==> config.mk <==
export PLATFORM = sky130hd
export DESIGN_NAME = uart_rx_supervisor
export DESIGN_NICKNAME = d
export VERILOG_FILES = /design/src/rtl/uart_pkg.sv /design/src/rtl/uart_sync2.sv /design/src/rtl/uart_rx_supervisor.sv
export SDC_FILE = /design/constraint.sdc
export NUM_CORES = 1
export LEC_CHECK = 0
export BUFFER_PORTS_ARGS = -buffer_cell sky130_fd_sc_hd__buf_2
export CORE_MARGIN = 2
export CORE_UTILIZATION = 62
export CTS_CLUSTER_SIZE = 12
export DETAILED_ROUTE_END_ITERATION = 8
export PLACE_DENSITY_LB_ADDON = 0.05
export SKIP_CTS_REPAIR_TIMING = 1
export SYNTH_ARGS = -nofsm -noshare
export SYNTH_HDL_FRONTEND = slang
export SYNTH_SLANG_ARGS = --single-unit
==> constraint.sdc <==
create_clock -name i_clk -period 2.84 [get_ports i_clk]
set_input_delay 0.284 -clock i_clk [delete_from_list [all_inputs] [get_ports i_clk]]
set_output_delay 0.284 -clock i_clk [all_outputs]
set_load 0.01 [all_outputs]
==> src/rtl/uart_pkg.sv <==
// Shared UART definitions: supervisor state encoding and bit-timing helper.
package uart_pkg;

   typedef enum logic [1:0] {
      RESET     = 2'd0,
      RUN       = 2'd1,
      WAIT_IDLE = 2'd2,
      PULSE     = 2'd3
   } sup_states_t;

   function automatic int unsigned cycles_per_bit(input int unsigned freq,
                                                  input int unsigned baud);
      return freq / baud;
   endfunction

endpackage

==> src/rtl/uart_sync2.sv <==
// Generic two-flop synchronizer for a single asynchronous bit.
module uart_sync2 #(
   parameter logic ResetVal = 1'b1
) (
   input  logic i_clk,
   input  logic i_rst_n,
   input  logic i_d,
   output logic o_q
);

   logic meta;

   always_ff @(posedge i_clk or negedge i_rst_n) begin
      if (!i_rst_n) begin
         meta <= ResetVal;
         o_q  <= ResetVal;
      end else begin
         meta <= i_d;
         o_q  <= meta;
      end
   end

endmodule

==> src/rtl/uart_rx_supervisor.sv <==
// UART receive-path supervisor: framing-error recovery, backpressure gating,
// line-break detection and frame/error statistics.
module uart_rx_supervisor
   import uart_pkg::*;
#(
   parameter int unsigned SystemClockFreq = 50_000_000,
   parameter int unsigned BaudRate        = 115200,
   parameter int unsigned IdleBits        = 10,
   parameter int unsigned BreakBits       = 20,
   parameter int unsigned RstCycles       = 4,
   parameter int unsigned ErrCountWidth   = 8,
   parameter int unsigned FrameCountWidth = 16
) (
   input  logic                       i_clk,
   input  logic                       i_rst_n,
   input  logic                       i_rx,
   input  logic                       i_rx_error,
   input  logic                       i_rx_fifo_write_en,
   input  logic                       i_fifo_full,
   input  logic                       i_clear_stats,
   output logic                       o_rx_rst_n,
   output logic                       o_rx_fifo_full,
   output logic                       o_busy,
   output logic                       o_recovered,
   output logic                       o_break,
   output logic [ErrCountWidth-1:0]   o_err_count,
   output logic [FrameCountWidth-1:0] o_frame_count
);

   localparam int unsigned CyclesPerBit = cycles_per_bit(SystemClockFreq, BaudRate);
   localparam int unsigned IdleCycles   = IdleBits * CyclesPerBit;
   localparam int unsigned BreakCycles  = BreakBits * CyclesPerBit;
   localparam int unsigned IdleW        = $clog2(IdleCycles + 1);
   localparam int unsigned LowW         = $clog2(BreakCycles + 1);

   localparam logic [IdleW-1:0] IdleLast  = IdleW'(IdleCycles - 1);
   localparam logic [LowW-1:0]  LowLast   = LowW'(BreakCycles - 1);
   localparam logic [3:0]       PulseLast = 4'(RstCycles - 1);

   sup_states_t       curr_state, next_state;
   logic              rx_s;
   logic              err_event;
   logic [IdleW-1:0]  idle_cnt;
   logic [LowW-1:0]   low_cnt;
   logic [3:0]        pulse_cnt;

   uart_sync2 #(.ResetVal(1'b1)) u_rx_sync (
      .i_clk   (i_clk),
      .i_rst_n (i_rst_n),
      .i_d     (i_rx),
      .o_q     (rx_s)
   );

   always_ff @(posedge i_clk or negedge i_rst_n) begin
      if (!i_rst_n) curr_state <= RESET;
      else          curr_state <= next_state;
   end

   // Errors are only acted on in RUN; the receiver flag is stale elsewhere.
   always_comb begin
      next_state = curr_state;
      err_event  = 1'b0;
      case (curr_state)
         RESET:     next_state = RUN;
         RUN: begin
            if (i_rx_error) begin
               next_state = WAIT_IDLE;
               err_event  = 1'b1;
            end
         end
         WAIT_IDLE: if (rx_s && (idle_cnt == IdleLast)) next_state = PULSE;
         PULSE:     if (pulse_cnt == PulseLast) next_state = RUN;
         default:   next_state = RESET;
      endcase
   end

   always_ff @(posedge i_clk or negedge i_rst_n) begin
      if (!i_rst_n) begin
         idle_cnt  <= '0;
         pulse_cnt <= '0;
      end else begin
         if ((curr_state == WAIT_IDLE) && rx_s && (idle_cnt != IdleLast))
            idle_cnt <= idle_cnt + 1'b1;
         else
            idle_cnt <= '0;
         if ((curr_state == PULSE) && (pulse_cnt != PulseLast))
            pulse_cnt <= pulse_cnt + 1'b1;
         else
            pulse_cnt <= '0;
      end
   end

   // Status flops are loaded from next_state so they track curr_state exactly.
   always_ff @(posedge i_clk or negedge i_rst_n) begin
      if (!i_rst_n) begin
         o_rx_rst_n  <= 1'b0;
         o_busy      <= 1'b0;
         o_recovered <= 1'b0;
      end else begin
         o_rx_rst_n  <= !((next_state == RESET) || (next_state == PULSE));
         o_busy      <= (next_state == WAIT_IDLE) || (next_state == PULSE);
         o_recovered <= (curr_state == PULSE) && (next_state == RUN);
      end
   end

   always_ff @(posedge i_clk or negedge i_rst_n) begin
      if (!i_rst_n) begin
         low_cnt <= '0;
         o_break <= 1'b0;
      end else if (rx_s) begin
         low_cnt <= '0;
         o_break <= 1'b0;
      end else begin
         if (low_cnt != LowLast) low_cnt <= low_cnt + 1'b1;
         if (low_cnt == LowLast) o_break <= 1'b1;
      end
   end

   always_ff @(posedge i_clk or negedge i_rst_n) begin
      if (!i_rst_n) begin
         o_err_count   <= '0;
         o_frame_count <= '0;
      end else if (i_clear_stats) begin
         o_err_count   <= '0;
         o_frame_count <= '0;
      end else begin
         if (err_event && (o_err_count != '1)) o_err_count <= o_err_count + 1'b1;
         if (i_rx_fifo_write_en) o_frame_count <= o_frame_count + 1'b1;
      end
   end

   assign o_rx_fifo_full = i_fifo_full | o_busy | o_break;

endmodule

Word-level counts from Yosys, hierarchy flattened:

Cells that the tools add are included.

* output and inout bits: 29
* memories kept: 0
* flip-flop bits (word level): 63
* bits in read-only memories: 0
* bits in latches: 0
* RAM bits: 0
* input bits: 7
* logic and storage cells: 63

* eq/ne operators: 13
* order comparisons: 0
* div/mod/pow operators: 0
* bitwise logic cells: 2
* mux-type cells: 16
* add/sub/neg operators: 5
* reduce and logical (&&, ||, !) cells: 15
* multiply operators: 0
* shift-type cells: 0

Operator list (number)
* $mux W16: 2
* $mux W14: 2
* $add A16 B1 Y16 const B: 1
* $mux W8: 2
* $add A14 B1 Y14 const B: 1
* $eq A14 B14 Y1 const B: 1
* $ne A14 B14 Y1 const B: 1
* $add A13 B1 Y13 const B: 1
* $eq A13 B13 Y1 const B: 1
* $mux W13: 1
* $ne A13 B13 Y1 const B: 1
* $add A8 B1 Y8 const B: 1
* $eq A2 B2 Y1 const B: 4
* $ne A8 B8 Y1 const B: 1
* $pmux W2 S4: 1
* $reduce_bool A2 Y1: 4
* $logic_and A1 B1 Y1: 6
* $mux W2: 3
* $add A4 B1 Y4 const B: 1
* $eq A2 B1 Y1 const B: 2
* $eq A4 B2 Y1 const B: 1
* $logic_not A2 Y1: 2
* $mux W1: 4
* $mux W4: 1
* 4 further kinds: 6

Depth between registers and ports, before layout:

Gate-level depths: netlist (run 1).

* depth after elaboration: 7
* mapped depth: 6
* gate-level depth less buffers: 6

Modules after synthesis:

Synthesis (run 1) repeated with hierarchy kept, for this count alone.

* cell total of the unflattened synthesis: 294
* area, all modules: 2915.3 µm²

By module, submodules not included
* uart_rx_supervisor: area an instance 2862.7 µm², sequential area each 1501.4 µm², cells each 292, instances 1
* uart_sync2: area an instance 52.6 µm², sequential area each 52.6 µm², cells each 2, instances 1

Worst setup path after synthesis (run 1):

No wires, ideal clock.

* path type: register -> register
* start point: reg low_cnt[11]
* end point: reg low_cnt[1]
* path slack: 1003 ps
* required time: 2708 ps
* clock period less this slack: 1837 ps
* arrival: 1705 ps
* library setup time: 132 ps
* stages on the path, launching flop included: 6
* path buffers: 1
* path through: dfrtp_1 -> or4b_1 -> or4_1 -> buf_2 -> mux2i_1 -> nor2_1

* longest elaborated chain between the ends: 2

Ends and longest elaborated chain
* start: declaration: RTL line uart_rx_supervisor.sv:44 `logic [LowW-1:0] low_cnt;`
* start signal: assignment: RTL line uart_rx_supervisor.sv:114 `if (low_cnt != LowLast) low_cnt <= low_cnt + 1'b1;`
* $ne A14 B14 Y1: RTL line uart_rx_supervisor.sv:114
* $reduce_bool A2 Y1 (no source line)

No other way between the ends.
A chain may end at the register's enable or synchronous reset.

Final worst setup path (run 1):

Same ends and word-level chain as after synthesis.

==> results.sh, run 1 <==
export IMPL_grt_max_degree=63
export IMPL_holdPathStages=1
export IMPL_clock_sinks=62
export IMPL_r2r_setup_slack_ns=0.88
export IMPL_yosysSeqAreaShare=0.534
export IMPL_yosys_register_bits=62
export IMPL_drtPass1Iterations=4
export IMPL_vias=2190
export IMPL_synth_xor_area_share=0.108
export IMPL_fin_crit_sh=0.688
export IMPL_worst_hold_path_type="in -> reg"
export IMPL_routabilityCongestion=0.841
export IMPL_muxShareOfSynthArea=0.0292
export IMPL_ff2ff_path_depth=4
export IMPL_setup_viol=0
export IMPL_preCtsSetupSlack_ns=0.909
export IMPL_cts_root_buf="clkbuf_8"
export IMPL_synth_fp_nets=306
export IMPL_drv_cap=0
export IMPL_htreeDepth=3
export IMPL_syn_avg_cell_area_um2=9.94
export IMPL_cts_tree="done"
export IMPL_synth_top_family_by_area="simple AND/OR/NAND/NOR gates"
export IMPL_fin_ws_ns=0.885
export IMPL_cp_required_ns=3.04
export IMPL_ant_nets=0
export IMPL_worst_clock_skew_ns=0.00670
export IMPL_initial_utilization=0.655
export IMPL_grt_pass1_wl_mm=9.16
export IMPL_insertion_delay_ns=0.33
export IMPL_drt_total_wl_mm=5.24
export IMPL_finalHoldViolCount=0
export IMPL_worst_pin_slew_ns=0.747
export IMPL_r2r_end="low_cnt[1]$_DFFE_PN0P_"
export IMPL_slew_headroom=0.502
export IMPL_synth_compound_area_frac=0.0417
export IMPL_die_x_um=72.5
export IMPL_clk_path_buf_depth=2
export IMPL_critPathCaptureType="register"
export IMPL_fmax_ghz=0.511
export IMPL_ys_types=37
export IMPL_synthSimpleGateAreaFrac=0.234
export IMPL_rsz0062_at_grt="false"
export IMPL_grt_pass1_vias=2141
export IMPL_crit_arrival_ns=2.16
export IMPL_fillers=309
export IMPL_area_growth_pct=15.1
export IMPL_drive_above_1_share=0.169
export IMPL_die_height_um=72.5
export IMPL_worst_setup_path_type="reg -> reg"
export IMPL_r2r_start="low_cnt[11]$_DFFE_PN0P_"
export IMPL_critPathLaunchType="register"
export IMPL_ys_warn_count=0
export IMPL_crit_fanout=5
export IMPL_vdd_ir_drop_worst_v=0.000413
export IMPL_detail_route_wl_per_cell_um=13.4
export IMPL_utilization=0.754
export IMPL_p_leak_nw=1.52
export IMPL_track_usage=0.228
export IMPL_cts_clk_slew_worst_paths_ns=0.07
export IMPL_status="finished clean"
export IMPL_io_buffers=35
export IMPL_drv_slew=0
export IMPL_antennaDiodeCount=0
export IMPL_cts_inserted_buffers=9
export IMPL_hold_end="u_rx_sync.meta$_DFF_PN1_"
export IMPL_num_io_pins=36
export IMPL_power_density_nw_per_um2=612
export IMPL_synthAdderAreaFrac=0.0258
export IMPL_core_um2=4440
export IMPL_fin_nets=346
export IMPL_period_needed_ns=1.96
export IMPL_dieArea_um2=5260
export IMPL_synthCells=293
export IMPL_rows=24
export IMPL_antenna_found_initial=0
export IMPL_drtIter0Drc=110
export IMPL_setup_tns_ns=0
export IMPL_hpwl_mm=3.58
export IMPL_hp_start="i_rx"
export IMPL_viasPerCell=5.62
export IMPL_synth_area_um2=2910
export IMPL_grt_overflow_total=0
export IMPL_drc=0
-- metal layers --
metal | global-route usage | part of all wire | vias up
met3 | 0.0583 | 0.040 | 12
met2 | 0.344 | 0.48 | 36
met4 | 0.123 | 0.023 | 0
met1 | 0.302 | 0.46 | 1058
met5 | 0 | 0 | -
li1 | - | - | 1084
-- registers in the layout, indices dropped and copies added (netlist names) --
register	count
o_break	1
o_err_count	8
o_recovered	1
u_rx_sync.o_q	1
o_rx_rst_n	1
o_frame_count	16
u_rx_sync.meta	1
curr_state	2
low_cnt	14
idle_cnt	13
pulse_cnt	4
-- cell usage in the layout (no fill, tap or decap), types with 5 or more instances in the layout --
cell,n
clkbuf_8,10
a21oi_1,7
buf_2,35
or3_1,5
xor2_1,11
nand4_1,10
nor4_1,6
inv_1,13
ha_1,6
nand3_1,16
nor2_1,53
nor3_1,14
nor2b_1,5
nand2_1,18
dfrtp_1,60
xnor2_1,25
-- cell usage after synthesis --
cell,n,share of area
xnor2_1,25,0.075
or4b_1,1,0.0034
buf_2,1,0.0017
mux2i_1,4,0.014
nor4b_1,1,0.0030
o21bai_1,1,0.0026
o2111ai_1,1,0.0030
a21o_1,1,0.0026
nor2_1,53,0.068
and4_1,1,0.0030
o22ai_1,1,0.0021
nand3_1,16,0.027
o21ai_0,4,0.0069
nand2_1,18,0.023
or3_1,5,0.011
clkbuf_1,6,0.0077
xor2_1,11,0.033
and3b_1,1,0.0030
nand3b_1,2,0.0052
nor4_1,6,0.013
buf_1,1,0.0013
a211oi_1,1,0.0026
inv_1,13,0.017
mux2_2,4,0.015
nor4bb_1,1,0.0034
ha_1,6,0.026
or4_1,1,0.0026
a31oi_1,1,0.0021
and3_1,3,0.0064
nor2b_1,5,0.011
nor3b_1,2,0.0052
a21oi_1,7,0.012
nand4_1,10,0.021
o211ai_1,3,0.0077
dfstp_2,2,0.018
dfrtp_1,60,0.52
nor3_1,14,0.024
-- worst max-delay path, cell delays in order, from the launching register on --
cell     delay (ns)
dfrtp_1        0.40
or4b_1         0.53
or4_1          0.65
mux2i_1        0.19
nor2_1         0.05
-- worst max-delay path by stage --
| stage | start | cells after the start | slack [ns] | endpoint |
|---|---|---|---|---|
| floorplan | low_cnt[11]$_DFFE_PN0P_ | 5 | 1.00 | low_cnt[1]$_DFFE_PN0P_ |
| global placement | low_cnt[11]$_DFFE_PN0P_ | 4 | 0.94 | low_cnt[1]$_DFFE_PN0P_ |
| detailed placement | low_cnt[11]$_DFFE_PN0P_ | 4 | 0.91 | low_cnt[1]$_DFFE_PN0P_ |
| CTS | low_cnt[11]$_DFFE_PN0P_ | 4 | 0.89 | low_cnt[1]$_DFFE_PN0P_ |
| global route | low_cnt[10]$_DFFE_PN0P_ | 4 | 0.80 | low_cnt[0]$_DFFE_PN0P_ |
| finish | low_cnt[11]$_DFFE_PN0P_ | 4 | 0.88 | low_cnt[1]$_DFFE_PN0P_ |
-- stage by stage --
step	hold WS [ns]	std cells	instance area [µm²]	power (mW)
floorplan	-0.0116	293	2910	1.13
global placement	0.346	374	3140	1.21
detailed placement	0.347	374	3140	1.24
CTS	0.0366	390	3350	2.08
global route	0.0431	390	3350	2.15
finish	0.0514	390	3350	2.05
-- report_power, final --
part | internal (mW) | leakage (nW) | total (mW) | switching, mW
sequential | 0.938 | 0.843 | 0.992 | 0.0541
clock | 0.516 | 0.110 | 0.834 | 0.318
combinational | 0.0862 | 0.565 | 0.224 | 0.138
total | 1.54 | 1.52 | 2.05 | 0.510
-- final cells by class --
cell class	count	area [µm²]	area share
repair buffers	37	190	0.0567
clock buffers	12	145	0.0433
multi-input cells	210	1280	0.381
inverters	13	48.8	0.0146
flip-flops and latches	62	1550	0.464
well taps	52	65.1	0.0194
clock inverters	4	70.1	0.0209
-- logic make-up after synthesis --
family | after synthesis
compound gates | 20
flops | 62
simple gates | 140
xor+xnor | 36
buf+inv | 21
fa+ha+maj | 6
mux | 8
Note: power is estimated with default switching activity, not from simulation.
==> run 2: changes to the inputs <==
CORE_UTILIZATION = 57   (was 62)
clock period = 1.8 ns   (was 2.84 ns; I/O delays follow)
==> results.sh, run 2 (synthesized netlist as in run 1, its figures left out) <==
export IMPL_met2_usage=0.326
export IMPL_busiest_layer="met2"
export IMPL_crit_arrival_ns=1.97
export IMPL_area_growth_pct=19.8
export IMPL_insertion_delay_ns=0.34
export IMPL_slew_headroom=0.630
export IMPL_viasPerCell=5.26
export IMPL_critPathLaunchType="register"
export IMPL_num_io_pins=36
export IMPL_cts_tree="done"
export IMPL_slowest_delay_ns=0.54
export IMPL_crit_fanout=5
export IMPL_p_leak_nw=1.57
export IMPL_worst_setup_path_type="reg -> reg"
export IMPL_fin_crit_sh=0.966
export IMPL_core_um2=5010
export IMPL_cts_root_buf="clkbuf_8"
export IMPL_multi_input_area_um2=1290
export IMPL_vias=2237
export IMPL_grt_overflow_total=0
export IMPL_antenna_found_initial=0
export IMPL_routabilityCongestion=0.776
export IMPL_die_x_um=75.5
export IMPL_hold_end="o_frame_count[0]$_DFFE_PN0P_"
export IMPL_drt_total_wl_mm=5.49
export IMPL_io_buffers=35
export IMPL_detail_route_wl_per_cell_um=12.9
export IMPL_regArea_um2=1550
export IMPL_drive_above_1_share=0.214
export IMPL_top_register="o_frame_count"
export IMPL_utilization=0.697
export IMPL_rows=26
export IMPL_r2r_end="low_cnt[1]$_DFFE_PN0P_"
export IMPL_total_power_mw=3.01
export IMPL_cts_inserted_buffers=9
export IMPL_final_cell_mix="60 x dfrtp_1, 53 x nor2_1, 35 x buf_2"
export IMPL_grt_pass1_vias=1967
export IMPL_worst_clock_skew_ns=0.0120
export IMPL_grt_pass1_wl_mm=9.07
export IMPL_drtIter0Drc=86
export IMPL_finalHoldViolCount=0
export IMPL_r2r_setup_slack_ns=0.06
export IMPL_setup_viol=0
export IMPL_fin_nets=363
export IMPL_drv_slew=0
export IMPL_grtUsageMet1=0.290
export IMPL_hpwl_mm=3.82
export IMPL_period_needed_ns=1.74
export IMPL_cts_clk_slew_worst_paths_ns=0.07
export IMPL_power_density_nw_per_um2=863
export IMPL_ff2ff_path_depth=4
export IMPL_clk_path_buf_depth=2
export IMPL_slowest_stage="or4_4"
export IMPL_final_area_um2=3490
export IMPL_fin_ws_ns=0.0615
export IMPL_dieArea_um2=5700
export IMPL_preCtsSetupSlack_ns=-0.0186
export IMPL_track_usage=0.214
export IMPL_rsz0062_at_grt="true"
export IMPL_r2r_start="low_cnt[10]$_DFFE_PN0P_"
export IMPL_drtPass1Iterations=4
export IMPL_fmax_ghz=0.575
export IMPL_drc=0
export IMPL_cp_required_ns=2.03
export IMPL_ant_nets=0
export IMPL_worst_pin_slew_ns=0.552
export IMPL_fillers=407
export IMPL_largest_reg_flops=16
export IMPL_grtUsageMet3=0.0595
export IMPL_layout_commonest_cell="dfrtp_1"
export IMPL_worstPathCellList="or4b_1, or4_4, mux2i_1, nor2_1"
export IMPL_grt_max_degree=48
export IMPL_drv_cap=0
export IMPL_largest_registers="o_frame_count x16, low_cnt x14, idle_cnt x13"
export IMPL_critPathCaptureType="register"
export IMPL_clock_sinks=62
export IMPL_htreeDepth=3
export IMPL_holdPathStages=2
export IMPL_die_height_um=75.5
export IMPL_vdd_ir_drop_worst_v=0.000532
export IMPL_worst_hold_path_type="in -> reg"
export IMPL_hp_start="i_clear_stats"
export IMPL_place_area_um2=3280
export IMPL_antennaDiodeCount=0
export IMPL_status="finished clean"
export IMPL_initial_utilization=0.581
-- run 2: changes by cell type in the layout (fill, tap and decap cells not counted), sizes merged --
| cell | change |
|---|---|
| buf | +15 |
| clkbuf | -3 |
| dlygate4sd3 | +2 |
| clkinvlp | +5 |
| bufinv | -2 |
-- run 2: report_power, final --
group          total, mW  internal (mW)  switching (mW)
clock               1.07          0.497           0.571
combinational      0.403          0.167           0.236
sequential          1.54           1.48          0.0634
total               3.01           2.14           0.870
-- run 2: how the worst max path moves through the flow --
stage | cells past startpoint | end | startpoint
final | 4 | low_cnt[1]$_DFFE_PN0P_ | low_cnt[10]$_DFFE_PN0P_
after global routing | 4 | low_cnt[0]$_DFFE_PN0P_ | low_cnt[10]$_DFFE_PN0P_
after CTS | 4 | low_cnt[1]$_DFFE_PN0P_ | low_cnt[10]$_DFFE_PN0P_
after detailed placement | 4 | low_cnt[0]$_DFFE_PN0P_ | low_cnt[11]$_DFFE_PN0P_
after global placement | 4 | low_cnt[1]$_DFFE_PN0P_ | low_cnt[11]$_DFFE_PN0P_
after floorplan | 5 | low_cnt[1]$_DFFE_PN0P_ | low_cnt[11]$_DFFE_PN0P_
-- run 2: area by class of cell --
type	count	share of cell area
Inverter	13	0.0140
Multi-Input combinational cell	210	0.369
Clock inverter	7	0.0147
Tap cell	70	0.0251
Timing Repair Buffer	54	0.0961
Clock buffer	9	0.0355
Sequential cell	62	0.445
-- run 2: worst max-delay path, delay by kind of cell, from the launching register on --
family / cells / cell delay (ns)
simple gates: 3 / 1.09
flops: 1 / 0.38
mux: 1 / 0.16
-- run 2: routing by layer --
layer,vias to the layer above,share of wire
li1,1118,-
met1,1066,0.49
met2,44,0.46
met3,9,0.036
met4,0,0.018
met5,-,0
-- run 2: through the flow --
step | instances | hold WS, ns | setup TNS (ns)
after floorplan | 293 | -0.116 | 0
after global placement | 407 | 0.116 | -0.00515
after detailed placement | 407 | 0.116 | -0.0344
after CTS | 423 | -0.255 | -0.0520
after global routing | 425 | 0.0714 | -0.00800
final | 425 | 0.0643 | 0
==> run 3: changes to the inputs <==
REMOVE_ABC_BUFFERS = 1   (was unset)
==> results.sh, run 3 (synthesized netlist as in run 1, its figures left out) <==
export IMPL_p_leak_nw=1.58
export IMPL_vdd_ir_drop_worst_v=0.000796
export IMPL_hold_ws_ns=0.197
export IMPL_grt_pass1_wl_mm=8.81
export IMPL_crit_arrival_ns=1.98
export IMPL_worstPathCellList="or4b_1, or4_4, mux2i_1, nor2_1"
export IMPL_track_usage=0.206
export IMPL_largest_registers="o_frame_count x16, low_cnt x14, idle_cnt x13"
export IMPL_grt_pass1_vias=1989
export IMPL_detail_route_wl_per_cell_um=12.6
export IMPL_status="finished clean"
export IMPL_ff2ff_path_depth=4
export IMPL_insertion_delay_ns=0.33
export IMPL_power_density_nw_per_um2=868
export IMPL_antenna_found_initial=0
export IMPL_clk_path_buf_depth=2
export IMPL_cts_root_buf="clkbuf_8"
export IMPL_grt_overflow_total=0
export IMPL_fin_crit_sh=0.987
export IMPL_drv_slew=0
export IMPL_holdPathStages=3
export IMPL_ant_nets=0
export IMPL_hpwl_mm=3.57
export IMPL_cts_tree="done"
export IMPL_period_needed_ns=1.78
export IMPL_cts_clk_slew_worst_paths_ns=0.06
export IMPL_critPathCaptureType="register"
export IMPL_antennaDiodeCount=0
export IMPL_num_io_pins=36
export IMPL_drc=0
export IMPL_io_buffers=35
export IMPL_drive_above_1_share=0.198
export IMPL_layout_commonest_cell="dfrtp_1"
export IMPL_top_register="o_frame_count"
export IMPL_slew_headroom=0.618
export IMPL_drtIter0Drc=127
export IMPL_slowest_delay_ns=0.54
export IMPL_rows=26
export IMPL_initial_utilization=0.581
export IMPL_setup_tns_ns=0
export IMPL_worst_clock_skew_ns=0.00816
export IMPL_cp_num_buf_inv=0
export IMPL_cts_inserted_buffers=9
export IMPL_crit_family="simple AND/OR/NAND/NOR gates"
export IMPL_cp_required_ns=2.01
export IMPL_routabilityCongestion=0.775
export IMPL_fillers=402
export IMPL_vias=2186
export IMPL_final_cell_mix="60 x dfrtp_1, 53 x nor2_1, 35 x buf_2"
export IMPL_worst_pin_slew_ns=0.571
export IMPL_rsz0062_at_grt="true"
export IMPL_worst_setup_path_type="reg -> reg"
export IMPL_worst_hold_path_type="in -> reg"
export IMPL_dieArea_um2=5700
export IMPL_core_um2=5010
export IMPL_drv_cap=0
export IMPL_finalHoldViolCount=0
export IMPL_clock_sinks=62
export IMPL_path_depth=4
export IMPL_fin_nets=361
export IMPL_viasPerCell=5.17
export IMPL_drtPass1Iterations=4
export IMPL_setup_viol=0
export IMPL_grt_max_degree=63
export IMPL_slowest_stage="or4_4"
export IMPL_htreeDepth=3
export IMPL_fmax_ghz=0.563
export IMPL_area_growth_pct=19.5
export IMPL_largest_reg_flops=16
export IMPL_die_height_um=75.5
export IMPL_crit_fanout=5
export IMPL_critPathLaunchType="register"
export IMPL_die_x_um=75.5
export IMPL_drt_total_wl_mm=5.34
run 3: changes by cell type in the layout (fill, tap and decap cells not counted), sizes merged:
cell | previous run | this run
clkbuf | 9 | 16
clkinvlp | 5 | 0
buf | 52 | 50
clkinv | 2 | 0
run 3: final cells by class:
| cell class | instances | area [µm²] | share of cell area |
|---|---|---|---|
| Clock buffer | 16 | 180 | 0.0518 |
| Inverter | 13 | 48.8 | 0.0140 |
| Multi-Input combinational cell | 210 | 1290 | 0.370 |
| Sequential cell | 62 | 1550 | 0.447 |
| Tap cell | 70 | 87.6 | 0.0252 |
| Timing Repair Buffer | 52 | 320 | 0.0921 |
run 3: report_power, final:
group          internal, mW  leakage, nW  total (mW)  switching (mW)
registers              1.48        0.843        1.54          0.0600
clock network         0.616       0.0910        1.09           0.475
logic                 0.161        0.646       0.390           0.230
total                  2.26         1.58        3.02           0.765
run 3: metrics by stage:
stage | total power [mW] | cells | utilization | area [µm²] | setup WS, ns
2_1_floorplan | 1.77 | 285 | - | 2880 | -0.0313
3_3_place_gp | 1.96 | 405 | 0.653 | 3270 | -0.0715
3_5_place_dp | 1.95 | 405 | 0.653 | 3270 | -0.106
4_1_cts | 3.07 | 421 | 0.689 | 3450 | -0.108
5_1_grt | 3.20 | 423 | 0.695 | 3480 | -0.0504
6_report | 3.02 | 423 | 0.695 | 3480 | 0.0242
run 3: path summary, 6_finish.rpt:
| check | startpoint | endpoint | slack, ns |
|---|---|---|---|
| hold reg to reg | u_rx_sync.meta$_DFF_PN1_ | u_rx_sync.o_q$_DFF_PN1_ | 0.36 |
| setup / recovery | low_cnt[11]$_DFFE_PN0P_ | low_cnt[1]$_DFFE_PN0P_ | 0.02 |
| max in group asynchronous | i_rst_n | u_rx_sync.meta$_DFF_PN1_ | 1.11 |
| min in group asynchronous | i_rst_n | low_cnt[6]$_DFFE_PN0P_ | 0.39 |
| setup reg to reg | low_cnt[11]$_DFFE_PN0P_ | low_cnt[1]$_DFFE_PN0P_ | 0.02 |
| hold / removal | i_rx_fifo_write_en | o_frame_count[1]$_DFFE_PN0P_ | 0.20 |
run 3: worst register-to-register path: cells and delay by family (launching register included):
family | cells | cell delay [ns]
multiplexers | 1 | 0.16
flip-flops | 1 | 0.37
AND/OR/NAND/NOR | 3 | 1.13
run 3: per-layer routing:
layer  GRT usage  part of all wire  up-vias  wire [µm]
met2       0.316              0.47       34       2540
met4      0.0877             0.011        0         59
met5           0                 0        -          0
met3      0.0516             0.032        4        171
met1       0.279              0.48     1040       2580
li1            -                 -     1108          -
